<file path="config.mk">
export PLATFORM = sky130hd
export DESIGN_NAME = branch_sequencer
export DESIGN_NICKNAME = d
export VERILOG_FILES = /design/src/rtl/branch_sequencer_pkg.sv /design/src/rtl/branch_cond.sv /design/src/rtl/branch_sequencer.sv
export SDC_FILE = /design/constraint.sdc
export NUM_CORES = 1
export LEC_CHECK = 0
export ABC_AREA = 1
export ABC_CLOCK_PERIOD_IN_PS = 1350
export CORE_UTILIZATION = 30
export DETAILED_ROUTE_END_ITERATION = 8
export PLACE_DENSITY = 0.53
export SLEW_MARGIN = 40
export SYNTH_ARGS = -nofsm -noshare
export SYNTH_HDL_FRONTEND = slang
export SYNTH_SLANG_ARGS = --single-unit
</file>
<file path="constraint.sdc">
create_clock -name clk -period 1.35 [get_ports clk]
set_clock_uncertainty 0.05 [all_clocks]
set_input_delay 0.3375 -clock clk [delete_from_list [all_inputs] [get_ports clk]]
set_output_delay 0.3375 -clock clk [all_outputs]
set_load 0.05 [all_outputs]
</file>
<file path="src/rtl/branch_sequencer_pkg.sv">
// Shared constants and state encoding for the branch sequencer.
// Opcode, ALU op and operand-select codes as seen on the datapath.
package branch_sequencer_pkg;

    localparam logic [5:0] OP_REGIMM = 6'd1;
    localparam logic [5:0] OP_BEQ    = 6'd4;
    localparam logic [5:0] OP_BNE    = 6'd5;
    localparam logic [5:0] OP_BLEZ   = 6'd6;
    localparam logic [5:0] OP_BGTZ   = 6'd7;

    localparam logic [2:0] ALU_IDLE  = 3'b000;
    localparam logic [2:0] ALU_ADD   = 3'b001;
    localparam logic [2:0] ALU_SUB   = 3'b010;

    localparam logic [1:0] SRC_B_REG    = 2'b00;
    localparam logic [1:0] SRC_B_ZERO   = 2'b10;
    localparam logic [1:0] SRC_B_OFFSET = 2'b11;

    typedef enum logic [2:0] {
        S_IDLE,
        S_TARGET,
        S_COMPARE,
        S_RESOLVE,
        S_FINISH
    } state_t;

    function automatic logic is_supported(logic [5:0] op, logic [4:0] rt);
        return (op == OP_BEQ) || (op == OP_BNE) ||
               (op == OP_BLEZ) || (op == OP_BGTZ) ||
               ((op == OP_REGIMM) && (rt[4:1] == 4'd0));
    endfunction

endpackage

</file>
<file path="src/rtl/branch_cond.sv">
// Branch condition evaluation from the latched opcode and ALU flags.
// rt_lsb distinguishes bgez (1) from bltz (0) under OP_REGIMM.
module branch_cond
    import branch_sequencer_pkg::*;
(
    input  logic [5:0] opcode,
    input  logic       rt_lsb,
    input  logic       igual,
    input  logic       maior,
    input  logic       menor,
    output logic       taken
);

    always_comb begin
        taken = 1'b0;
        case (opcode)
            OP_BEQ:    taken = igual;
            OP_BNE:    taken = !igual;
            OP_BLEZ:   taken = !maior;
            OP_BGTZ:   taken = maior;
            OP_REGIMM: taken = rt_lsb ? !menor : menor;
            default:   taken = 1'b0;
        endcase
    end

endmodule

</file>
<file path="src/rtl/branch_sequencer.sv">
// Multicycle conditional-branch sequencer: target, compare, resolve, finish.
// Unsupported branches pass through RESOLVE with the PC write suppressed.
module branch_sequencer
    import branch_sequencer_pkg::*;
#(
    parameter int CNT_W = 16
) (
    input  logic             clk,
    input  logic             reset,
    input  logic             start,
    input  logic [5:0]       opcode,
    input  logic [4:0]       rt,
    input  logic             igual,
    input  logic             maior,
    input  logic             menor,
    input  logic             clr_cnt,
    output logic             alu_src_a,
    output logic [1:0]       alu_src_b,
    output logic [2:0]       alu_op,
    output logic             aluout_load,
    output logic             pc_src_aluout,
    output logic             pc_write,
    output logic             busy,
    output logic             done,
    output logic             taken,
    output logic             illegal,
    output logic [CNT_W-1:0] taken_cnt
);

    state_t state_q, state_d;

    logic [5:0]       op_q, op_d;
    logic             rt0_q, rt0_d;
    logic             ill_q, ill_d;
    logic [2:0]       flags_q, flags_d;
    logic             taken_q, taken_d;
    logic             illegal_q, illegal_d;
    logic [CNT_W-1:0] cnt_q, cnt_d;
    logic             cond_taken;
    logic             take_en;

    branch_cond u_cond (
        .opcode (op_q),
        .rt_lsb (rt0_q),
        .igual  (flags_q[2]),
        .maior  (flags_q[1]),
        .menor  (flags_q[0]),
        .taken  (cond_taken)
    );

    assign take_en = (state_q == S_RESOLVE) && !ill_q && cond_taken;

    always_ff @(posedge clk or posedge reset) begin
        if (reset) begin
            state_q <= S_IDLE;
        end else begin
            state_q <= state_d;
        end
    end

    always_comb begin
        state_d = state_q;
        unique case (state_q)
            S_IDLE: begin
                if (start) begin
                    state_d = is_supported(opcode, rt) ? S_TARGET : S_RESOLVE;
                end
            end
            S_TARGET:  state_d = S_COMPARE;
            S_COMPARE: state_d = S_RESOLVE;
            S_RESOLVE: state_d = S_FINISH;
            S_FINISH:  state_d = S_IDLE;
            default:   state_d = S_IDLE;
        endcase
    end

    always_comb begin
        op_d      = op_q;
        rt0_d     = rt0_q;
        ill_d     = ill_q;
        flags_d   = flags_q;
        taken_d   = taken_q;
        illegal_d = illegal_q;
        cnt_d     = cnt_q;
        if ((state_q == S_IDLE) && start) begin
            op_d  = opcode;
            rt0_d = rt[0];
            ill_d = !is_supported(opcode, rt);
        end
        if (state_q == S_COMPARE) begin
            flags_d = {igual, maior, menor};
        end
        // taken/illegal only change on entry to FINISH so they hold until next done
        if (state_q == S_RESOLVE) begin
            taken_d   = take_en;
            illegal_d = ill_q;
        end
        if (clr_cnt) begin
            cnt_d = '0;
        end else if (take_en) begin
            cnt_d = cnt_q + CNT_W'(1);
        end
    end

    always_ff @(posedge clk or posedge reset) begin
        if (reset) begin
            op_q      <= '0;
            rt0_q     <= 1'b0;
            ill_q     <= 1'b0;
            flags_q   <= '0;
            taken_q   <= 1'b0;
            illegal_q <= 1'b0;
            cnt_q     <= '0;
        end else begin
            op_q      <= op_d;
            rt0_q     <= rt0_d;
            ill_q     <= ill_d;
            flags_q   <= flags_d;
            taken_q   <= taken_d;
            illegal_q <= illegal_d;
            cnt_q     <= cnt_d;
        end
    end

    always_comb begin
        alu_src_a     = 1'b0;
        alu_src_b     = SRC_B_REG;
        alu_op        = ALU_IDLE;
        aluout_load   = 1'b0;
        pc_src_aluout = 1'b0;
        pc_write      = 1'b0;
        done          = 1'b0;
        busy          = (state_q != S_IDLE);
        unique case (state_q)
            S_TARGET: begin
                alu_src_b   = SRC_B_OFFSET;
                alu_op      = ALU_ADD;
                aluout_load = 1'b1;
            end
            S_COMPARE: begin
                alu_src_a = 1'b1;
                alu_op    = ALU_SUB;
                alu_src_b = ((op_q == OP_BEQ) || (op_q == OP_BNE)) ?
                            SRC_B_REG : SRC_B_ZERO;
            end
            S_RESOLVE: begin
                pc_src_aluout = take_en;
                pc_write      = take_en;
            end
            S_FINISH: done = 1'b1;
            default: ;
        endcase
    end

    assign taken     = taken_q;
    assign illegal   = illegal_q;
    assign taken_cnt = cnt_q;

endmodule

</file>
[Word level (Yosys, flattened, before mapping)]
Index checks and enable logic that the tools add are counted.
Storage, ports and cells
  output and inout port bits: 29
  word-level logic and storage cells: 56
  bits of input ports: 18
  register bits after elaboration: 32
Operators by class
  $add $sub $neg: 1
  multiplexer cells: 14
  reductions and logical operators: 18
  eq/ne operators: 15
Operator list (number)
  == test 6 x 3 -> 1 bit (second input constant): 8
  two-way mux 16 bit: 2
  adder 16 x 1 -> 16 bit (second input constant): 1
  == test 6 x 1 -> 1 bit (second input constant): 2
  one-hot mux 3 bit (4 select lines): 1
  one-hot mux 2 bit (2 select lines): 2
  == test 3 x 2 -> 1 bit (second input constant): 2
  logical NOT 1 bit: 5
  logical OR 1 bit: 5
  two-way mux 1 bit: 5
  one-hot mux 1 bit (5 select lines): 1
  logical AND 1 bit: 4
  logical NOT 4 bit: 1
  two-way mux 2 bit: 2
  == test 3 x 1 -> 1 bit (second input constant): 1
  == test 3 bit (second input constant): 1
  logical NOT 3 bit: 1
  two-way mux 3 bit: 1
  nonzero test 3 bit: 1
  inequality test 2 bit (second input constant): 1
  nonzero test 2 bit: 1

[Longest topological paths before layout]
  word-level depth: 8
  mapped depth: 11
  mapped depth without buffers: 10

[Modules after synthesis]
From an unflattened synthesis, not the netlist that was laid out.
Unflattened totals
  cells, all modules: 236
  area, all modules: 1721.7 µm²
Modules (own cells, without submodules)
  branch_sequencer: sequential area each 800.8 µm², instances 1, cells an instance 215, area each 1636.6 µm²
  branch_cond: sequential area each 0.0 µm², instances 1, cells an instance 21, area each 85.1 µm²

[Worst setup path after synthesis]
OpenSTA, ideal clock, no wires.
  path type: flip-flop to output port
  from: reg state_q[0]
  to: out alu_src_b[1]
  stages on the path, launching flop included: 6
  buffers on the path: 0
  data required time: 0.962 ns
  path slack: -1.723 ns
  arrival: 2.685 ns
  cell sequence: dfrtp_1 nor2_1 inv_1 nor2_1 inv_1 o21ai_0
Between the ends
  word-level cells in the longest chain between the ends: 2
  elaborated cells between the ends (all ways): 3
  classes of those cells: 2 x eq/ne; 1 x mux
RTL lines
  from (decl): RTL line branch_sequencer.sv:30  | state_t state_q, state_d;
  from (signal assigned): RTL line branch_sequencer.sv:57  | state_q <= state_d;
  == test 3 x 2 -> 1 bit / == test 3 x 1 -> 1 bit (equally long branches): RTL line branch_sequencer.sv:134  | unique case (state_q)
  one-hot mux 2 bit (2 select lines) *: RTL line branch_sequencer.sv:134
  to (decl): RTL line branch_sequencer.sv:18  | output logic [1:0] alu_src_b,
Every way passes the cells marked *; elsewhere a longest branch is shown, timed or not.

[Worst setup path in the final report]
  from: reg op_q[2]
  to: out pc_src_aluout
Between the ends
  word-level cells in the longest chain between the ends: 4
  elaborated cells between the ends (all ways): 8
  classes of those cells: 5 x eq/ne; 2 x mux; 1 x reduce/logical
RTL lines
  from (decl): RTL line branch_sequencer.sv:32  | logic [5:0] op_q, op_d;
  from (signal assigned): RTL line branch_sequencer.sv:115  | op_q <= op_d;
  == test 6 x 1 -> 1 bit / == test 6 x 3 -> 1 bit (equally long branches): RTL line branch_cond.sv:16  | case (opcode)
  one-hot mux 1 bit (5 select lines) *: RTL line branch_cond.sv:16
  logical AND 1 bit *: RTL line branch_sequencer.sv:51  | assign take_en = (state_q == S_RESOLVE) && !ill_q && cond_taken;
  two-way mux 1 bit *: RTL line branch_sequencer.sv:134
  to (decl): RTL line branch_sequencer.sv:21  | output logic pc_src_aluout,
Marked as above.

==> metrics.md <==
| Metric | Value |
|---|---|
| Die Width | `80.59 µm` |
| DP Cell Count | `418` |
| Die height | `80.59 µm` |
| Max-cap viol count | `0` |
| GP Congestion | `0.8133` |
| CP endpoint | `pc_src_aluout` |
| PwrDens | `1580 nW/µm²` |
| RSZ-0062 raised after global routing | `true` |
| Largest net degree at the start of global routing | `33` |
| Fmax | `548.5 MHz` |
| Sequential share of the synthesized area | `0.4321` |
| CTS Buffer Depth | `2` |
| CTS tree | `yes` |
| Fin nets | `399` |
| CP startpoint kind | `flop` |
| Critical Path, Cell by Cell | `nand2_2 -> nand2_2 -> nor2_2 -> nand2_2 -> a21oi_4 -> buf_12` |
| DRT Pass-1 Iters | `4` |
| Final Critical Period | `1823 ps` |
| WL/cell | `11.57 µm` |
| Ant. Diodes | `0` |
| Leakage | `1.652 nW` |
| Setup CP Type | `reg -> out` |
| Remaining DRCs | `0` |
| Share of cells above drive strength 1 | `0.4462` |
| First-pass GRT wire length | `8852 µm` |
| Most used cell, CP | `nand2_2` |
| Pre-CTS setup slack | `-197.8 ps` |
| Placement Rows | `28` |
| WL final | `5278 µm` |
| Hold_ws | `340.5 ps` |
| Synth cell types | `24` |
| Worst vdd ir | `0.001650 V` |
| R2r startpoint | `op_q[2]$_DFFE_PP0P_` |
| Layout Utilization | `0.5910` |
| Clock root buffer | `clkbuf_8` |
| DP HPWL | `3549 µm` |
| Post-Syn Area | `1853 µm²` |
| Hold Vio Cnt, Final | `0` |
| Initial drt markers | `89` |
| CP Max Fanout | `4` |
| HP Class | `in -> async` |
| Starting Density | `0.3111` |
| Yosys warning total | `0` |
| Vias per cell | `4.434` |
| Syn Nets | `286` |
| Worst path max stage delay | `440 ps` |
| Syn-to-layout area delta | `89.94%` |
| Critical path origin | `op_q[2]$_DFFE_PP0P_` |
| Placed Area | `2990 µm²` |
| Syn avg cell area | `6.940 µm²` |
| Die Footprint | `6495 µm²` |
| Worst skew pair latency | `290 ps` |
| Path depth of the worst reg2reg path | `12` |
| Status | `finished, violations left` |
| CORE AREA | `5956 µm²` |
| ANT nets after route | `0` |
| Crit path max-delay cell type | `dfrtp_2` |
| WP data required | `960 ps` |
| Critical R2R Capture | `taken_cnt[8]$_DFFE_PP0P_` |
| Worst-path clk slew | `70 ps` |
| Pins Over Slew Limit | `0` |
| Num ports | `47` |
| Crit path capture type | `output pin` |
| CTS Buf Count | `5` |
| Final worst path period share | `1.351` |
| Post-Synthesis Cells | `267` |
| Antenna violations before repair | `0` |
| Setup violation total in the final timing report | `32` |
| Final instance area | `3520 µm²` |
| H-tree levels | `2` |
| Worst R2R Setup Slack | `-320 ps` |
| Final non-filler cell total | `456` |
| Total GRT Usage | `0.1800` |
| IO Port Bufs | `45` |
| Residual overflow from global routing | `0` |
| Flops & latches, synth | `32` |
| # clock sinks | `32` |
| Vias in the first global route | `1984` |
| Worst EP arrival | `1440 ps` |
| Violated checks | `negative setup slack` |
| Vias post-DR | `2022` |
| Final worst setup slack | `-473.3 ps` |
-- where the power goes --
| part | total, mW | internal [mW] | switching, mW |
|---|---|---|---|
| registers | 1.46 | 1.20 | 0.263 |
| clock network | 0.773 | 0.416 | 0.358 |
| logic | 3.33 | 1.66 | 1.66 |
| total | 5.56 | 3.28 | 2.28 |
-- registers in the layout, indices dropped and copies added (netlist names) --
signal and flops:
rt0_q 1, taken_cnt 16, ill_q 1, illegal 1, flags_q 3, taken 1
state_q 3, op_q 6
-- cells in the mapped netlist --
cell      number  area (µm²)
a21oi_2        1       8.760
inv_2          1       3.750
ha_1           1       12.51
conb_1         1       3.750
inv_1         27       101.4
xnor2_1        1       8.760
nand3_1       13       65.06
xor2_1         6       52.55
nor2_2         2       12.51
clkbuf_8       1       13.76
buf_6          1       11.26
clkinv_2       1       5.000
nor4_1         1       6.260
a21oi_1        1       5.000
buf_4          5       37.54
nor2_1        39       146.4
o21bai_1       2       15.01
dfrtp_1       32       800.8
nand3_2        1       10.01
nand2_2        4       25.02
o21ai_0       10       50.05
nand2_1      106       397.9
nand4_1        8       50.05
nor3_1         2       10.01
-- final cells by class --
cell class / count / area (µm²)
Fill cell: 539 / 2436
Clock buffer: 8 / 90.09
Timing Repair Buffer: 112 / 1325
Multi-Input combinational cell: 199 / 1051
Inverter: 29 / 127.6
Sequential cell: 32 / 820.8
Tap cell: 75 / 93.84
Timing Repair inverter: 1 / 11.26
-- kinds of logic (layout without fill, tap and decap cells) --
| group | count (synthesis) | count (layout) | synth area share |
|---|---|---|---|
| AND/OR/NAND/NOR | 176 | 176 | 0.3903 |
| buffers and inverters | 36 | 150 | 0.09318 |
| flip-flops | 32 | 32 | 0.4321 |
| AO/OA/AOI/OAI | 14 | 14 | 0.04254 |
| XOR/XNOR | 7 | 7 | 0.03309 |
| adder cells (fa/ha/maj) | 1 | 1 | 0.006751 |
| other | 1 | 1 | 0.002024 |
-- worst min-delay path by stage --
stage                                     to  slack (ps)
finish              taken_cnt[9]$_DFFE_PP0P_         340
global route        taken_cnt[8]$_DFFE_PP0P_         390
CTS                 taken_cnt[9]$_DFFE_PP0P_         360
detailed placement       op_q[5]$_DFFE_PP0P_         440
global placement         op_q[4]$_DFFE_PP0P_         450
floorplan             flags_q[0]$_DFFE_PP0P_         400
-- cell usage in the layout (no fill, tap or decap), drive strengths merged --
cell / count
nand3: 14
nor3: 2
a21oi: 2
clkbuf: 8
o21ai: 10
nand2: 110
buf: 95
nor4: 1
xnor2: 1
nor2: 41
conb: 1
o21bai: 2
dfrtp: 32
nand4: 8
clkinv: 2
ha: 1
clkdlybuf4s50: 17
inv: 28
xor2: 6
-- routing by layer --
metal | track usage | share of wire
met5 | 0 | 0
met2 | 0.3254 | 0.53
met1 | 0.1965 | 0.41
met3 | 0.04432 | 0.036
met4 | 0.08036 | 0.020
-- per-stage QoR --
stage | power, mW | setup TNS [ps]
after floorplan | 2.795 | -3855
after CTS | 5.324 | -6873
after global placement | 4.054 | -3793
after detailed placement | 4.068 | -3821
final | 5.563 | -8671
after global routing | 5.907 | -11740
-- worst max-delay path: cells and delay by family (launching register included) --
family / cells / cell delay (ps)
AO/OA/AOI/OAI: 1 / 220
buffers and inverters: 1 / 170
flip-flops: 1 / 440
AND/OR/NAND/NOR: 4 / 320
-- what timing repair did --
action                                  in CTS  in global routing
hold buffers                                 0                  0
gates resized for setup                     45                 31
pin swaps                                   18                 13
setup buffers                               27                  7
endpoints found under the setup margin      39                 44
gates cloned                                 1                  1
Power figures use the tool's default switching activity.
